<file path="src/rtl/axi_dsp_write_channel.sv">
// Per-master AXI write-channel dispatcher: routes AW by address slice, steers W
// beats in AW-acceptance order through an outstanding FIFO, merges B responses.
module axi_dsp_write_channel #(
  parameter int unsigned SLV_AMT           = 2,
  parameter int unsigned OUTSTANDING_AMT   = 8,
  parameter int unsigned DATA_WIDTH        = 32,
  parameter int unsigned ADDR_WIDTH        = 32,
  parameter int unsigned TRANS_MST_ID_W    = 5,
  parameter int unsigned TRANS_BURST_W     = 2,
  parameter int unsigned TRANS_DATA_LEN_W  = 3,
  parameter int unsigned TRANS_DATA_SIZE_W = 3,
  parameter int unsigned TRANS_WR_RESP_W   = 2,
  parameter int unsigned SLV_ID_W          = $clog2(SLV_AMT),
  parameter int unsigned SLV_ID_MSB_IDX    = 30,
  parameter int unsigned SLV_ID_LSB_IDX    = 30
) (
  input  logic                                   ACLK_i,
  input  logic                                   ARESETn_i,
  // master AW
  input  logic [TRANS_MST_ID_W-1:0]              m_AWID_i,
  input  logic [ADDR_WIDTH-1:0]                  m_AWADDR_i,
  input  logic [TRANS_BURST_W-1:0]               m_AWBURST_i,
  input  logic [TRANS_DATA_LEN_W-1:0]            m_AWLEN_i,
  input  logic [TRANS_DATA_SIZE_W-1:0]           m_AWSIZE_i,
  input  logic                                   m_AWVALID_i,
  output logic                                   m_AWREADY_o,
  // master W
  input  logic [DATA_WIDTH-1:0]                  m_WDATA_i,
  input  logic                                   m_WLAST_i,
  input  logic                                   m_WVALID_i,
  output logic                                   m_WREADY_o,
  // master B
  output logic [TRANS_MST_ID_W-1:0]              m_BID_o,
  output logic [TRANS_WR_RESP_W-1:0]             m_BRESP_o,
  output logic                                   m_BVALID_o,
  input  logic                                   m_BREADY_i,
  // slave-arbiter AW
  output logic [TRANS_MST_ID_W*SLV_AMT-1:0]      sa_AWID_o,
  output logic [ADDR_WIDTH*SLV_AMT-1:0]          sa_AWADDR_o,
  output logic [TRANS_BURST_W-1:0]               sa_AWBURST_o,
  output logic [TRANS_DATA_LEN_W*SLV_AMT-1:0]    sa_AWLEN_o,
  output logic [TRANS_DATA_SIZE_W*SLV_AMT-1:0]   sa_AWSIZE_o,
  output logic [SLV_AMT-1:0]                     sa_AWVALID_o,
  input  logic [SLV_AMT-1:0]                     sa_AWREADY_i,
  output logic [SLV_AMT-1:0]                     sa_AW_outst_full_o,
  // slave-arbiter W
  output logic [DATA_WIDTH*SLV_AMT-1:0]          sa_WDATA_o,
  output logic [SLV_AMT-1:0]                     sa_WLAST_o,
  output logic [SLV_AMT-1:0]                     sa_WVALID_o,
  input  logic [SLV_AMT-1:0]                     sa_WREADY_i,
  output logic [SLV_AMT-1:0]                     sa_WDATA_sel_o,
  // slave-arbiter B
  input  logic [TRANS_MST_ID_W*SLV_AMT-1:0]      sa_BID_i,
  input  logic [TRANS_WR_RESP_W*SLV_AMT-1:0]     sa_BRESP_i,
  input  logic [SLV_AMT-1:0]                     sa_BVALID_i,
  output logic [SLV_AMT-1:0]                     sa_BREADY_o
);

  localparam int unsigned SEL_W   = (SLV_ID_W > 0) ? SLV_ID_W : 1;
  localparam int unsigned SLICE_W = SLV_ID_MSB_IDX - SLV_ID_LSB_IDX + 1;
  localparam int unsigned PTR_W   = (OUTSTANDING_AMT > 1) ? $clog2(OUTSTANDING_AMT) : 1;
  localparam int unsigned CNT_W   = $clog2(OUTSTANDING_AMT + 1);

  logic [SEL_W-1:0]   r_fifo [OUTSTANDING_AMT];
  logic [PTR_W-1:0]   r_wr_ptr;
  logic [PTR_W-1:0]   r_rd_ptr;
  logic [CNT_W-1:0]   r_count;

  logic [SLICE_W-1:0] w_addr_slice;
  logic [SEL_W-1:0]   w_aw_sel;
  logic [SEL_W-1:0]   w_head;
  logic [SLV_AMT-1:0] w_aw_onehot;
  logic [SLV_AMT-1:0] w_head_onehot;
  logic [SLV_AMT-1:0] w_b_win;
  logic               w_b_found;
  logic               w_full;
  logic               w_empty;
  logic               w_push;
  logic               w_pop;

  assign w_full  = (r_count == CNT_W'(OUTSTANDING_AMT));
  assign w_empty = (r_count == '0);
  assign w_head  = r_fifo[r_rd_ptr];

  // Out-of-range slave IDs fold onto the last slave
  assign w_addr_slice = m_AWADDR_i[SLV_ID_MSB_IDX:SLV_ID_LSB_IDX];
  always_comb begin
    if (32'(w_addr_slice) >= SLV_AMT) w_aw_sel = SEL_W'(SLV_AMT - 1);
    else                              w_aw_sel = SEL_W'(w_addr_slice);
  end

  always_comb begin
    w_aw_onehot   = '0;
    w_head_onehot = '0;
    for (int unsigned k = 0; k < SLV_AMT; k++) begin
      w_aw_onehot[k]   = (SEL_W'(k) == w_aw_sel);
      w_head_onehot[k] = (SEL_W'(k) == w_head) & ~w_empty;
    end
  end

  // AW routing
  assign sa_AWID_o          = {SLV_AMT{m_AWID_i}};
  assign sa_AWADDR_o        = {SLV_AMT{m_AWADDR_i}};
  assign sa_AWLEN_o         = {SLV_AMT{m_AWLEN_i}};
  assign sa_AWSIZE_o        = {SLV_AMT{m_AWSIZE_i}};
  assign sa_AWBURST_o       = m_AWBURST_i;
  assign sa_AWVALID_o       = w_aw_onehot & {SLV_AMT{m_AWVALID_i & ~w_full}};
  assign m_AWREADY_o        = (|(sa_AWREADY_i & w_aw_onehot)) & ~w_full;
  assign sa_AW_outst_full_o = {SLV_AMT{w_full}};

  // W routing follows the FIFO head
  assign sa_WDATA_o     = {SLV_AMT{m_WDATA_i}};
  assign sa_WVALID_o    = w_head_onehot & {SLV_AMT{m_WVALID_i}};
  assign sa_WLAST_o     = w_head_onehot & {SLV_AMT{m_WLAST_i}};
  assign sa_WDATA_sel_o = w_head_onehot;
  assign m_WREADY_o     = |(sa_WREADY_i & w_head_onehot);

  assign w_push = m_AWVALID_i & m_AWREADY_o;
  assign w_pop  = m_WVALID_i & m_WREADY_o & m_WLAST_i;

  // Outstanding-AW FIFO
  always_ff @(posedge ACLK_i or negedge ARESETn_i) begin
    if (!ARESETn_i) begin
      r_wr_ptr <= '0;
      r_rd_ptr <= '0;
      r_count  <= '0;
    end else begin
      if (w_push) begin
        r_fifo[r_wr_ptr] <= w_aw_sel;
        r_wr_ptr <= (r_wr_ptr == PTR_W'(OUTSTANDING_AMT - 1)) ? '0 : r_wr_ptr + PTR_W'(1);
      end
      if (w_pop)
        r_rd_ptr <= (r_rd_ptr == PTR_W'(OUTSTANDING_AMT - 1)) ? '0 : r_rd_ptr + PTR_W'(1);
      if (w_push && !w_pop)      r_count <= r_count + CNT_W'(1);
      else if (w_pop && !w_push) r_count <= r_count - CNT_W'(1);
    end
  end

  // B merge: lowest valid index wins
  always_comb begin
    w_b_win   = '0;
    w_b_found = 1'b0;
    m_BID_o   = '0;
    m_BRESP_o = '0;
    for (int unsigned k = 0; k < SLV_AMT; k++) begin
      if (!w_b_found && sa_BVALID_i[k]) begin
        w_b_found  = 1'b1;
        w_b_win[k] = 1'b1;
        m_BID_o    = sa_BID_i[k*TRANS_MST_ID_W +: TRANS_MST_ID_W];
        m_BRESP_o  = sa_BRESP_i[k*TRANS_WR_RESP_W +: TRANS_WR_RESP_W];
      end
    end
  end

  assign m_BVALID_o  = |sa_BVALID_i;
  assign sa_BREADY_o = w_b_win & {SLV_AMT{m_BREADY_i}};

endmodule

</file>
<file path="config.mk">
export PLATFORM = sky130hd
export DESIGN_NAME = axi_dsp_write_channel
export DESIGN_NICKNAME = d
export VERILOG_FILES = /design/src/rtl/axi_dsp_write_channel.sv
export SDC_FILE = /design/constraint.sdc
export NUM_CORES = 1
export LEC_CHECK = 0
export ABC_AREA = 1
export CAP_MARGIN = 30
export CORE_AREA = 2 2 107 109
export DETAILED_ROUTE_END_ITERATION = 16
export DIE_AREA = 0 0 109 111
export HOLD_SLACK_MARGIN = 0.02
export MAX_ROUTING_LAYER = met4
export PLACE_DENSITY = 0.68
export SYNTH_ARGS = -nofsm -noshare
export SYNTH_HDL_FRONTEND = slang
export SYNTH_SLANG_ARGS = --single-unit
</file>
<file path="constraint.sdc">
create_clock -name ACLK_i -period 2.6 [get_ports ACLK_i]
set_input_delay 0.26 -clock ACLK_i [delete_from_list [all_inputs] [get_ports ACLK_i]]
set_output_delay 0.26 -clock ACLK_i [all_outputs]
set_load 0.03 [all_outputs]
</file>
==> results.py <==
metrics = {
    "global_routing": {
        "grt_pass1_wl_mm": 7.33,
        "grt_overflow": 0,
        "grt.total_usage_pct": 8.43,
        "grt_pass1_vias": 1416,
        "antenna_found_initial": 0,
        "grt_start_max_net_pins": 12,
    },
    "pwr": {
        "p_seq_share_pct": 25.6,
        "p_int_w": 0.00102,
        "power_per_cell_area_nw_per_um2": 909,
        "swShare_pct": 45.0,
        "clockPowerShare_pct": 16.6,
        "p_leak_nw": 0.945,
        "ir_drop_uv": 293,
        "p_total_w": 0.00185,
        "switching_power_w": 0.000833,
        "comb_power_share_pct": 57.9,
    },
    "logic_synthesis": {
        "synth.avg_cell_area_sq_um": 7.42,
        "synth_warnings": 0,
        "synth_top_area_share_pct": 48.6,
        "synthCells": 321,
        "ys_seq_area_share_pct": 20.6,
        "synth_nets": 432,
        "yosysTopAreaCell": "buf_4",
        "yosys_register_bits": 18,
        "synth.cell_area_sq_um": 2380,
        "synth_area_leaders": "buf_4, dfrtp_1, edfxtp_1",
        "synth_cell_type_count": 23,
    },
    "drt": {
        "dr.pass1.iters": 5,
        "via_per_inst": 3.82,
        "finalWirelength_mm": 5.26,
        "dr.first_iter.drc_count": 45,
        "drc": 0,
        "detail_route.wl_per_cell_um": 14.3,
        "final_antenna_net_count": 0,
        "via_count": 1410,
    },
    "layout": {
        "instances_no_fill": 369,
        "antenna_cells": 0,
        "final_nets": 338,
        "fill_cells": 1244,
        "area_growth_pct": -14.5,
        "finish.utilization_pct": 18.4,
        "drive_gt1_share_pct": 10.6,
    },
    "critical_path": {
        "worstSetupPathType": "reg2reg",
        "cpLargestDelayFamily": "simple AND/OR/NAND/NOR gates",
        "crit_path_end_kind": "flip-flop",
        "worst_ep_arrival_time_ns": 2.57,
        "cp_max_fo": 7,
        "slowest_delay_ns": 0.45,
        "worst_path_most_repeated_cell": "nand2_1",
        "cp.required_ns": 2.73,
        "worstPathCellList": "inv_2 > nand2_1 > nand3_1 > nand3_2 > nand2_2 > nand3_2 > nand2_4 > nand2_4 > ha_1 > inv_2 > ha_1 > nand2_1 > nand2_1 > a21oi_2 > nand2_1 > nand2_1 > nor2_1 > xor2_1",
        "startpoint": "r_rd_ptr[0]",
        "startpoint_type": "flip-flop",
        "cp_slowest_cell": "dfrtp_2",
        "rr_startpoint": "r_rd_ptr[0]",
        "worst-path-buf-inv": 2,
    },
    "sta": {
        "setup_slack_ns": 0.159,
        "fin_crit_ns": 2.44,
        "setup_violations": 0,
        "worst_slew_pin_slew_ns": 0.328,
        "hold_viol": 0,
        "slew_violations": 0,
        "relSlewSlack_pct": 78.1,
        "clock_skew_ns": 0.00284,
        "post-route-period-util_pct": 93.9,
        "worst_hold_slack_ns": 0.316,
        "fmax_mhz": 410,
    },
    "run_status": {
        "status": "finished clean",
    },
    "floorplan": {
        "die_h_um": 111,
        "rows": 39,
        "die_w_um": 109,
        "dieArea_sq_um": 12100,
        "core-area_sq_um": 11100,
        "initial_core_util_pct": 21.5,
        "io_pins": 277,
    },
    "clock_tree": {
        "postCtsHoldBufs": 0,
        "root_buffer": "clkbuf_16",
        "htree_levels": 1,
        "clk_latency_ns": 0.25,
        "cts_num_sinks": 18,
        "clkTransAtPathRegs_ns": 0.05,
        "cts_tree": "yes",
        "cts_inserted_buffers": 3,
        "clock_path_buffers": 2,
    },
    "placed_design": {
        "place.gp.congestion": 0.786,
        "port_buffers": 50,
        "place_inst": 364,
        "post-place-ws_ns": -0.0748,
        "dp.final_hpwl_mm": 4.45,
    },
    "job": {
        "max_cap_viol_count": 0,
    },
    "worst_hold_path": {
        "hold_class": "in2async",
    },
}
-- worst reg2reg max path: cells and delay by family, from the launching register on --
family	cells	cell delay [ns]
adder cells (fa/ha/maj)	2	0.45
flip-flops	1	0.45
buffers and inverters	2	0.19
AO/OA/AOI/OAI	1	0.16
AND/OR/NAND/NOR	12	0.93
XOR/XNOR	1	0.14
-- path summary, 6_finish.rpt --
kind / endpoint / slack, ns / cells past startpoint
min in group ACLK_i: r_count[3] / 0.50 / 1
max in group asynchronous: r_rd_ptr[0] / 2.12 / 2
min reg2reg: r_count[3] / 0.50 / 1
max reg2reg: r_count[3] / 0.16 / 18
min: r_count[3] / 0.32 / 2
max: r_count[3] / 0.16 / 18
-- cell usage after synthesis --
cell,number
fa_1,1
nand4_1,3
ha_1,7
or2_2,1
nand3_1,14
nor2_2,2
nor3b_1,1
inv_1,32
xor2_1,1
edfxtp_1,8
nor2_1,23
inv_2,1
a21oi_1,1
o21ai_0,5
nand2_2,1
nand2_4,2
xnor2_1,2
nand2_1,46
nand3_2,3
buf_4,154
clkbuf_1,2
dfrtp_1,10
and3_1,1
-- power by group through the flow --
stage | combinational, W | sequential (W) | clock (W)
floorplan | 0.00113 | 0.000455 | 0
global placement | 0.00101 | 0.000472 | 0
global route | 0.00117 | 0.000489 | 0.000323
detailed placement | 0.00104 | 0.000476 | 0
CTS | 0.00105 | 0.000471 | 0.000311
finish | 0.00107 | 0.000473 | 0.000306
-- sequential cells by signal (all words and copies together), names as in the netlist --
signal and cells:
r_count 4, r_rd_ptr 3, r_wr_ptr 3, r_fifo 8
-- metal layers --
layer | GRT usage (%) | up-vias | part of all wire (%)
li1 | - | 634 | -
met5 | - | - | 0
met3 | 5.29 | 41 | 19
met1 | 7.69 | 593 | 32
met2 | 12.4 | 142 | 44
met4 | 6.58 | 0 | 6.1
-- what timing repair did --
action                                  4_1_cts  5_1_grt
setup buffers                                 0        1
resized for setup                             0        4
endpoints found under the setup margin        0        3
-- stage by stage --
stage          area [sq um]  setup TNS, ns
5_1_grt                2040        -0.0164
3_5_place_dp           1940        -0.0748
6_report               2040              0
4_1_cts                2020              0
2_1_floorplan          2380              0
3_3_place_gp           1940              0
-- cell families (layout without fill, tap and decap cells) --
| group | Yosys count | after routing | synth area share [%] |
|---|---|---|---|
| flops | 18 | 18 | 20.6 |
| compound gates | 6 | 6 | 1.26 |
| simple gates | 97 | 97 | 18.4 |
| xor+xnor | 3 | 3 | 1.10 |
| fa+ha+maj | 8 | 8 | 4.52 |
| buf+inv | 189 | 94 | 54.1 |
-- cell type report --
cell class                      count  area [sq um]  area share, %
Clock buffer                        3          75.1           3.69
Inverter                           33           124           6.08
Clock inverter                      1          3.75          0.184
Sequential cell                    18           492           24.2
Multi-Input combinational cell    114           609           29.9
Tap cell                          143           179           8.79
Timing Repair Buffer               57           553           27.2
-- cells in the final DEF (no fill, tap or decap), types with 2 or more instances in the layout --
cell type        instances
buf_4                    7
clkbuf_16                3
clkdlybuf4s50_1         50
dfrtp_1                  9
edfxtp_1                 8
ha_1                     7
inv_1                   31
inv_2                    2
nand2_1                 46
nand2_4                  2
nand3_1                 14
nand3_2                  3
nand4_1                  3
nor2_1                  22
nor2_2                   3
o21ai_0                  5
xnor2_1                  2
Power figures use the tool's default switching activity.
